[src/rtl/hls_txn_profiler.sv]
// Per-channel transaction profiler for HLS ap_ctrl_hs / ap_ctrl_chain handshakes.
// Optional stall-cycle counters are built when HLS_TXN_PROFILER_STALL_EN is defined.
module hls_txn_profiler #(
  parameter int N_CH    = 4,
  parameter int MAX_OUT = 4,
  parameter int TS_W    = 32,
  parameter int CNT_W   = 32,
  localparam int RD_W   = (N_CH > 1) ? $clog2(N_CH) : 1
) (
  input  logic              clock,
  input  logic              reset,
  input  logic [N_CH-1:0]   ap_start,
  input  logic [N_CH-1:0]   ap_ready,
  input  logic [N_CH-1:0]   ap_done,
  input  logic [N_CH-1:0]   ap_continue,
  input  logic              finish,
  input  logic              clear,
  input  logic [RD_W-1:0]   rd_ch,
  input  logic [2:0]        rd_sel,
  output logic [CNT_W-1:0]  rd_data,
  output logic [N_CH-1:0]   busy,
  output logic              err
);

  // state | meaning
  // IDLE  | no transaction in flight (occupancy 0)
  // BUSY  | at least one start timestamp waiting for its done
  localparam logic [0:0] ST_IDLE = 1'b0;
  localparam logic [0:0] ST_BUSY = 1'b1;

  localparam int PTR_W = (MAX_OUT > 1) ? $clog2(MAX_OUT) : 1;
  localparam int OCC_W = $clog2(MAX_OUT + 1);
  localparam int N_RD  = 2 ** RD_W;

  logic [TS_W-1:0]  ts_q;
  logic [CNT_W-1:0] rd_data_q;
  logic [CNT_W-1:0] fld_w [N_RD];
  logic [N_CH-1:0]  flag_w;
  logic [N_CH-1:0]  busy_w;

  always_ff @(posedge clock or posedge reset) begin
    if (reset) begin
      ts_q      <= '0;
      rd_data_q <= '0;
    end else if (clear) begin
      ts_q      <= '0;
      rd_data_q <= '0;
    end else begin
      ts_q      <= ts_q + TS_W'(1);
      rd_data_q <= fld_w[rd_ch];
    end
  end

  assign rd_data = rd_data_q;
  assign busy    = busy_w;
  assign err     = |flag_w;

  for (genvar e = N_CH; e < N_RD; e++) begin : g_pad
    assign fld_w[e] = '0;
  end

  for (genvar g = 0; g < N_CH; g++) begin : g_ch
    logic [TS_W-1:0]  mem_q [MAX_OUT];
    logic [PTR_W-1:0] rp_q, rp_d, wp_q, wp_d;
    logic [OCC_W-1:0] occ_q, occ_d;
    logic             armed_q, armed_d, started_q, started_d;
    logic             ovf_q, ovf_d, udf_q, udf_d;
    logic [0:0]       state_q, state_d;
    logic [TS_W-1:0]  last_start_q, last_start_d;
    logic [CNT_W-1:0] cnt_q, cnt_d, min_q, min_d, max_q, max_d;
    logic [CNT_W-1:0] last_q, last_d, ivl_q, ivl_d;
    logic             st_w, dn_w, empty_w, full_w, bypass_w, pop_w, push_w;
    logic [TS_W-1:0]  head_w, lat_ts_w, gap_w;
    logic [CNT_W-1:0] lat_w, stall_w, fld_c;

    assign st_w     = ap_start[g] & armed_q & ~finish;
    assign dn_w     = ap_done[g] & ap_continue[g] & ~finish;
    assign empty_w  = (occ_q == '0);
    assign full_w   = (occ_q == OCC_W'(MAX_OUT));
    assign bypass_w = st_w & dn_w & empty_w;
    assign pop_w    = dn_w & ~empty_w;
    assign push_w   = st_w & ~bypass_w & (~full_w | pop_w);
    // A bypassed transaction measures against the current timestamp, giving latency 1.
    assign head_w   = bypass_w ? ts_q : mem_q[rp_q];
    assign lat_ts_w = ts_q - head_w + TS_W'(1);
    assign lat_w    = lat_ts_w[CNT_W-1:0];
    assign gap_w    = ts_q - last_start_q;

    always_comb begin
      armed_d      = armed_q;
      started_d    = started_q;
      last_start_d = last_start_q;
      ivl_d        = ivl_q;
      rp_d         = rp_q;
      wp_d         = wp_q;
      occ_d        = occ_q;
      cnt_d        = cnt_q;
      min_d        = min_q;
      max_d        = max_q;
      last_d       = last_q;
      ovf_d        = ovf_q;
      udf_d        = udf_q;
      if (st_w) begin
        armed_d      = 1'b0;
        started_d    = 1'b1;
        last_start_d = ts_q;
        ivl_d        = started_q ? gap_w[CNT_W-1:0] : '0;
      end
      if (ap_start[g] & ap_ready[g] & ~finish) armed_d = 1'b1;
      if (push_w) wp_d = (wp_q == PTR_W'(MAX_OUT - 1)) ? '0 : wp_q + PTR_W'(1);
      if (pop_w)  rp_d = (rp_q == PTR_W'(MAX_OUT - 1)) ? '0 : rp_q + PTR_W'(1);
      case ({push_w, pop_w})
        2'b10:   occ_d = occ_q + OCC_W'(1);
        2'b01:   occ_d = occ_q - OCC_W'(1);
        default: occ_d = occ_q;
      endcase
      if (pop_w | bypass_w) begin
        cnt_d  = (cnt_q == '1) ? cnt_q : cnt_q + CNT_W'(1);
        last_d = lat_w;
        if (lat_w < min_q) min_d = lat_w;
        if (lat_w > max_q) max_d = lat_w;
      end
      if (st_w & full_w & ~pop_w) ovf_d = 1'b1;
      if (dn_w & empty_w & ~st_w) udf_d = 1'b1;
      state_d = (occ_d != '0) ? ST_BUSY : ST_IDLE;
    end

    always_ff @(posedge clock) begin
      if (push_w & ~clear) mem_q[wp_q] <= ts_q;
    end

    always_ff @(posedge clock or posedge reset) begin
      if (reset) begin
        armed_q <= 1'b1;  started_q <= 1'b0;  last_start_q <= '0;  ivl_q <= '0;
        rp_q    <= '0;    wp_q      <= '0;    occ_q        <= '0;
        cnt_q   <= '0;    min_q     <= '1;    max_q        <= '0;  last_q <= '0;
        ovf_q   <= 1'b0;  udf_q     <= 1'b0;  state_q      <= ST_IDLE;
      end else if (clear) begin
        armed_q <= 1'b1;  started_q <= 1'b0;  last_start_q <= '0;  ivl_q <= '0;
        rp_q    <= '0;    wp_q      <= '0;    occ_q        <= '0;
        cnt_q   <= '0;    min_q     <= '1;    max_q        <= '0;  last_q <= '0;
        ovf_q   <= 1'b0;  udf_q     <= 1'b0;  state_q      <= ST_IDLE;
      end else begin
        armed_q <= armed_d;  started_q <= started_d;  last_start_q <= last_start_d;
        ivl_q   <= ivl_d;    rp_q      <= rp_d;       wp_q         <= wp_d;
        occ_q   <= occ_d;    cnt_q     <= cnt_d;      min_q        <= min_d;
        max_q   <= max_d;    last_q    <= last_d;     ovf_q        <= ovf_d;
        udf_q   <= udf_d;    state_q   <= state_d;
      end
    end

`ifdef HLS_TXN_PROFILER_STALL_EN
    logic [CNT_W-1:0] stall_q, stall_d;
    // Backpressure: done is presented but downstream withholds ap_continue.
    assign stall_d = (ap_done[g] & ~ap_continue[g] & ~finish & (stall_q != '1))
                     ? stall_q + CNT_W'(1) : stall_q;
    assign stall_w = stall_q;

    always_ff @(posedge clock or posedge reset) begin
      if (reset)      stall_q <= '0;
      else if (clear) stall_q <= '0;
      else            stall_q <= stall_d;
    end
`else
    assign stall_w = '0;
`endif

    always_comb begin
      fld_c = '0;
      case (rd_sel)
        3'd0:    fld_c = cnt_q;
        3'd1:    fld_c = min_q;
        3'd2:    fld_c = max_q;
        3'd3:    fld_c = last_q;
        3'd4:    fld_c = ivl_q;
        3'd5:    fld_c = CNT_W'({ovf_q, udf_q, occ_q});
        3'd6:    fld_c = stall_w;
        default: fld_c = ts_q[CNT_W-1:0];
      endcase
    end

    assign fld_w[g]  = fld_c;
    assign flag_w[g] = ovf_q | udf_q;
    assign busy_w[g] = (state_q == ST_BUSY);
  end

endmodule

[config.mk]
export PLATFORM = sky130hd
export DESIGN_NAME = hls_txn_profiler
export DESIGN_NICKNAME = d
export VERILOG_FILES = /design/src/rtl/hls_txn_profiler.sv
export SDC_FILE = /design/constraint.sdc
export NUM_CORES = 2
export LEC_CHECK = 0
export BUFFER_PORTS_ARGS = -buffer_cell sky130_fd_sc_hd__clkbuf_2
export CAP_MARGIN = 0
export CORE_ASPECT_RATIO = 0.9
export CORE_MARGIN = 2
export CORE_UTILIZATION = 46
export CTS_BUF_LIST = sky130_fd_sc_hd__clkbuf_4 sky130_fd_sc_hd__clkbuf_8
export DETAILED_ROUTE_END_ITERATION = 8
export PLACE_DENSITY_LB_ADDON = 0.12
export SLEW_MARGIN = 40
export SYNTH_ARGS = -nofsm -noshare
export SYNTH_HDL_FRONTEND = slang
export SYNTH_SLANG_ARGS = --single-unit
[constraint.sdc]
create_clock -name clock -period 30.8 [get_ports clock]
set_input_delay 1.54 -clock clock [delete_from_list [all_inputs] [get_ports clock]]
set_output_delay 1.54 -clock clock [all_outputs]
set_load 0.02 [all_outputs]
==> qor.yml <==
clk_pin_slew_ns: 0.06
fp.dieW_um: 446
drv_slew: 0
outcome: "completed"
die_area_mm2: 0.179
yosysTopAreaCell: "dfrtp_1"
core.rowCount: 146
grt_pass1_vias: 60710
syn_inst: 7868
yosysSeqAreaShare: 0.464
powerDensity_mw_per_mm2: 51.9
nets: 8638
portBuffers: 61
grt_first_pass_wirelength_um: 426000
start_util: 0.462
drtIter0Drc: 7028
leakagePower_nw: 38.5
cts_root_buf: "clkbuf_8"
setup_viol: 0
finalCriticalPeriod_ns: 9.19
syn_nets: 8554
chipHeight_um: 402
power.total_mw: 4.68
place_area_mm2: 0.0846
fmax_ghz: 0.109
ir_drop_mv: 0.0363
ant_nets: 0
rsz0062_at_grt: "false"
synth_edf_count: 512
grt_max_degree: 147
critPathArrivalTime_ns: 10.05
crit_required_ns: 31.67
cts_buffers: 238
post_cts_buffers: 0
synth.distinct_cells: 93
h-tree-depth: 4
clock_latency_ns: 1.07
cts_tree: "built"
slew_headroom: 0.306
drive_above_1_share: 0.141
hold_viol: 0
fin_worst_skew_ns: 0.0886
clock-sinks: 1392
async_reset_ff_frac: 0.632
final_cell_mix: "1002 x nand2_1, 712 x dfrtp_1, 663 x a21oi_1"
grt_remaining_overflow: 0
dp_hpwl_um: 206000
syn_to_final_growth_pct: 11.2
worst_slew_pin_slew_ns: 1.03
postCtsHoldBufs: 0
synth.area.top_cells: "dfrtp_1 23%, edfxtp_1 19%, ha_1 10%"
final_cell_area_mm2: 0.0900
slowest_stage: "buf_4"
drt-vias-per-instance: 6.10
ys.warnings.count: 0
critPathMaxFanout: 54
dr.pass1.iters: 7
holdWs_ns: 0.479
syn_area_mm2: 0.0810
yosys.area.top_type_share: 0.231
ioPinCount: 62
cap_violations: 0
core_area_mm2: 0.175
endpoint_kind: "flop"
hold_class: "reg -> reg"
cpPeakStageDelay_ns: 0.53
cts.path.max_buffers: 3
antenna_found_initial: 16
ys.flop_type: "dfrtp_1"
syn_avg_cell_area_um2: 10.3
grt_usage: 0.324
min_period_over_period: 0.298
wl_um: 293000
setup_ws_ns: 21.61
path_class: "in -> reg"
layout_commonest_cell: "nand2_1"
wire_per_inst_um: 28.0
fin_setup_tns_ns: 0
cpMostUsedCell: "a21o_1"
startpoint_type: "input pin"
pre_cts_slack_ns: 20.74
cts-resized-gates: 0
drc: 0
vias: 63816
gp_congestion: 0.938
ys_ff_latch: 1392
## stage by stage
| step | std cells | util |
|---|---|---|
| finish | 10469 | 0.513 |
| global route | 10467 | 0.513 |
| floorplan | 7868 | - |
| global placement | 9997 | 0.481 |
| detailed placement | 10001 | 0.482 |
| CTS | 10457 | 0.513 |
## state kept, by name (all words and copies together) (netlist names), 128 cells and up
register	cells
g_ch.mem_q	512
g_ch.cnt_q	128
g_ch.ivl_q	128
g_ch.last_q	128
g_ch.last_start_q	128
g_ch.max_q	128
g_ch.min_q	128
## area by class of cell
type	count	area (µm²)
antenna	7	17.5
inverter	517	1950
clock inverter	83	709
tap	2294	2870
timing repair buffer	252	1940
fill	15880	85300
clock buffer	373	4580
sequential	1392	37600
multi-input combinational	5551	40400
## layer usage
metal,vias up,routed length (µm),GRT usage
li1,28644,-,-
met3,475,24700,0.0613
met1,32131,130000,0.474
met5,-,86,0
met4,12,11700,0.122
met2,2554,126000,0.475
## synthesized netlist by cell type (35+ instances only)
cell         n
inv_1      516
or3_1       40
mux4_2     186
a31oi_1     45
nand3_1    148
o211ai_1    45
clkbuf_1   358
nand2_1   1004
ha_1       649
and2_1      35
xor2_1     179
o31ai_1     45
o21ai_0    469
a21o_1     205
nand4_1     92
nor3_1     113
a22o_1      54
a21oi_1    663
and3_1      48
a22oi_1     54
a221oi_1    82
a211oi_1    46
nor2_1     480
xnor2_1    175
dfstp_2    132
nand2b_1    43
edfxtp_1   512
o21bai_1    42
nor2b_1     50
dfrtp_1    748
mux2i_1    233
## where the power goes
part	total (mW)	internal, mW	switching (mW)
clock	1.86	1.02	0.842
sequential	2.07	2.01	0.0669
combinational	0.741	0.257	0.484
## cells by family after synthesis
kind of cell               count (synthesis)  share of synthesized area
buffers and inverters                    925                     0.0434
AOI/OAI and AO/OA                       1959                      0.151
adders and majority gates                661                      0.103
xor gates and xnor gates                 355                     0.0385
DFF                                     1392                      0.464
muxes                                    431                     0.0822
and+or+nand+nor                         2145                      0.118
## path summary, 6_finish.rpt
kind                                        from                end  slack [ns]  cells after the start
worst min register to register  g_ch[3].max_q[1]   g_ch[3].max_q[1]        0.48                      2
worst min-delay path            g_ch[3].max_q[1]   g_ch[3].max_q[1]        0.48                      2
worst max register to register   g_ch[0].armed_q   g_ch[0].max_q[1]       22.34                     25
min in group asynchronous                  reset  g_ch[2].cnt_q[12]        0.64                      2
worst max-delay path                      finish  g_ch[3].max_q[31]       21.61                     33
max in group asynchronous                  reset  g_ch[1].last_q[8]       27.69                      5
## critical path, delay by kind of cell
kind                     cells  cell delay, ns
multiplexers                 1            0.40
adder cells (fa/ha/maj)      4            1.22
AO/OA/AOI/OAI               17            3.36
XOR/XNOR                     1            0.41
AND/OR/NAND/NOR              4            1.24
buffers and inverters        6            1.81
Note: power is estimated with default switching activity, not from simulation.
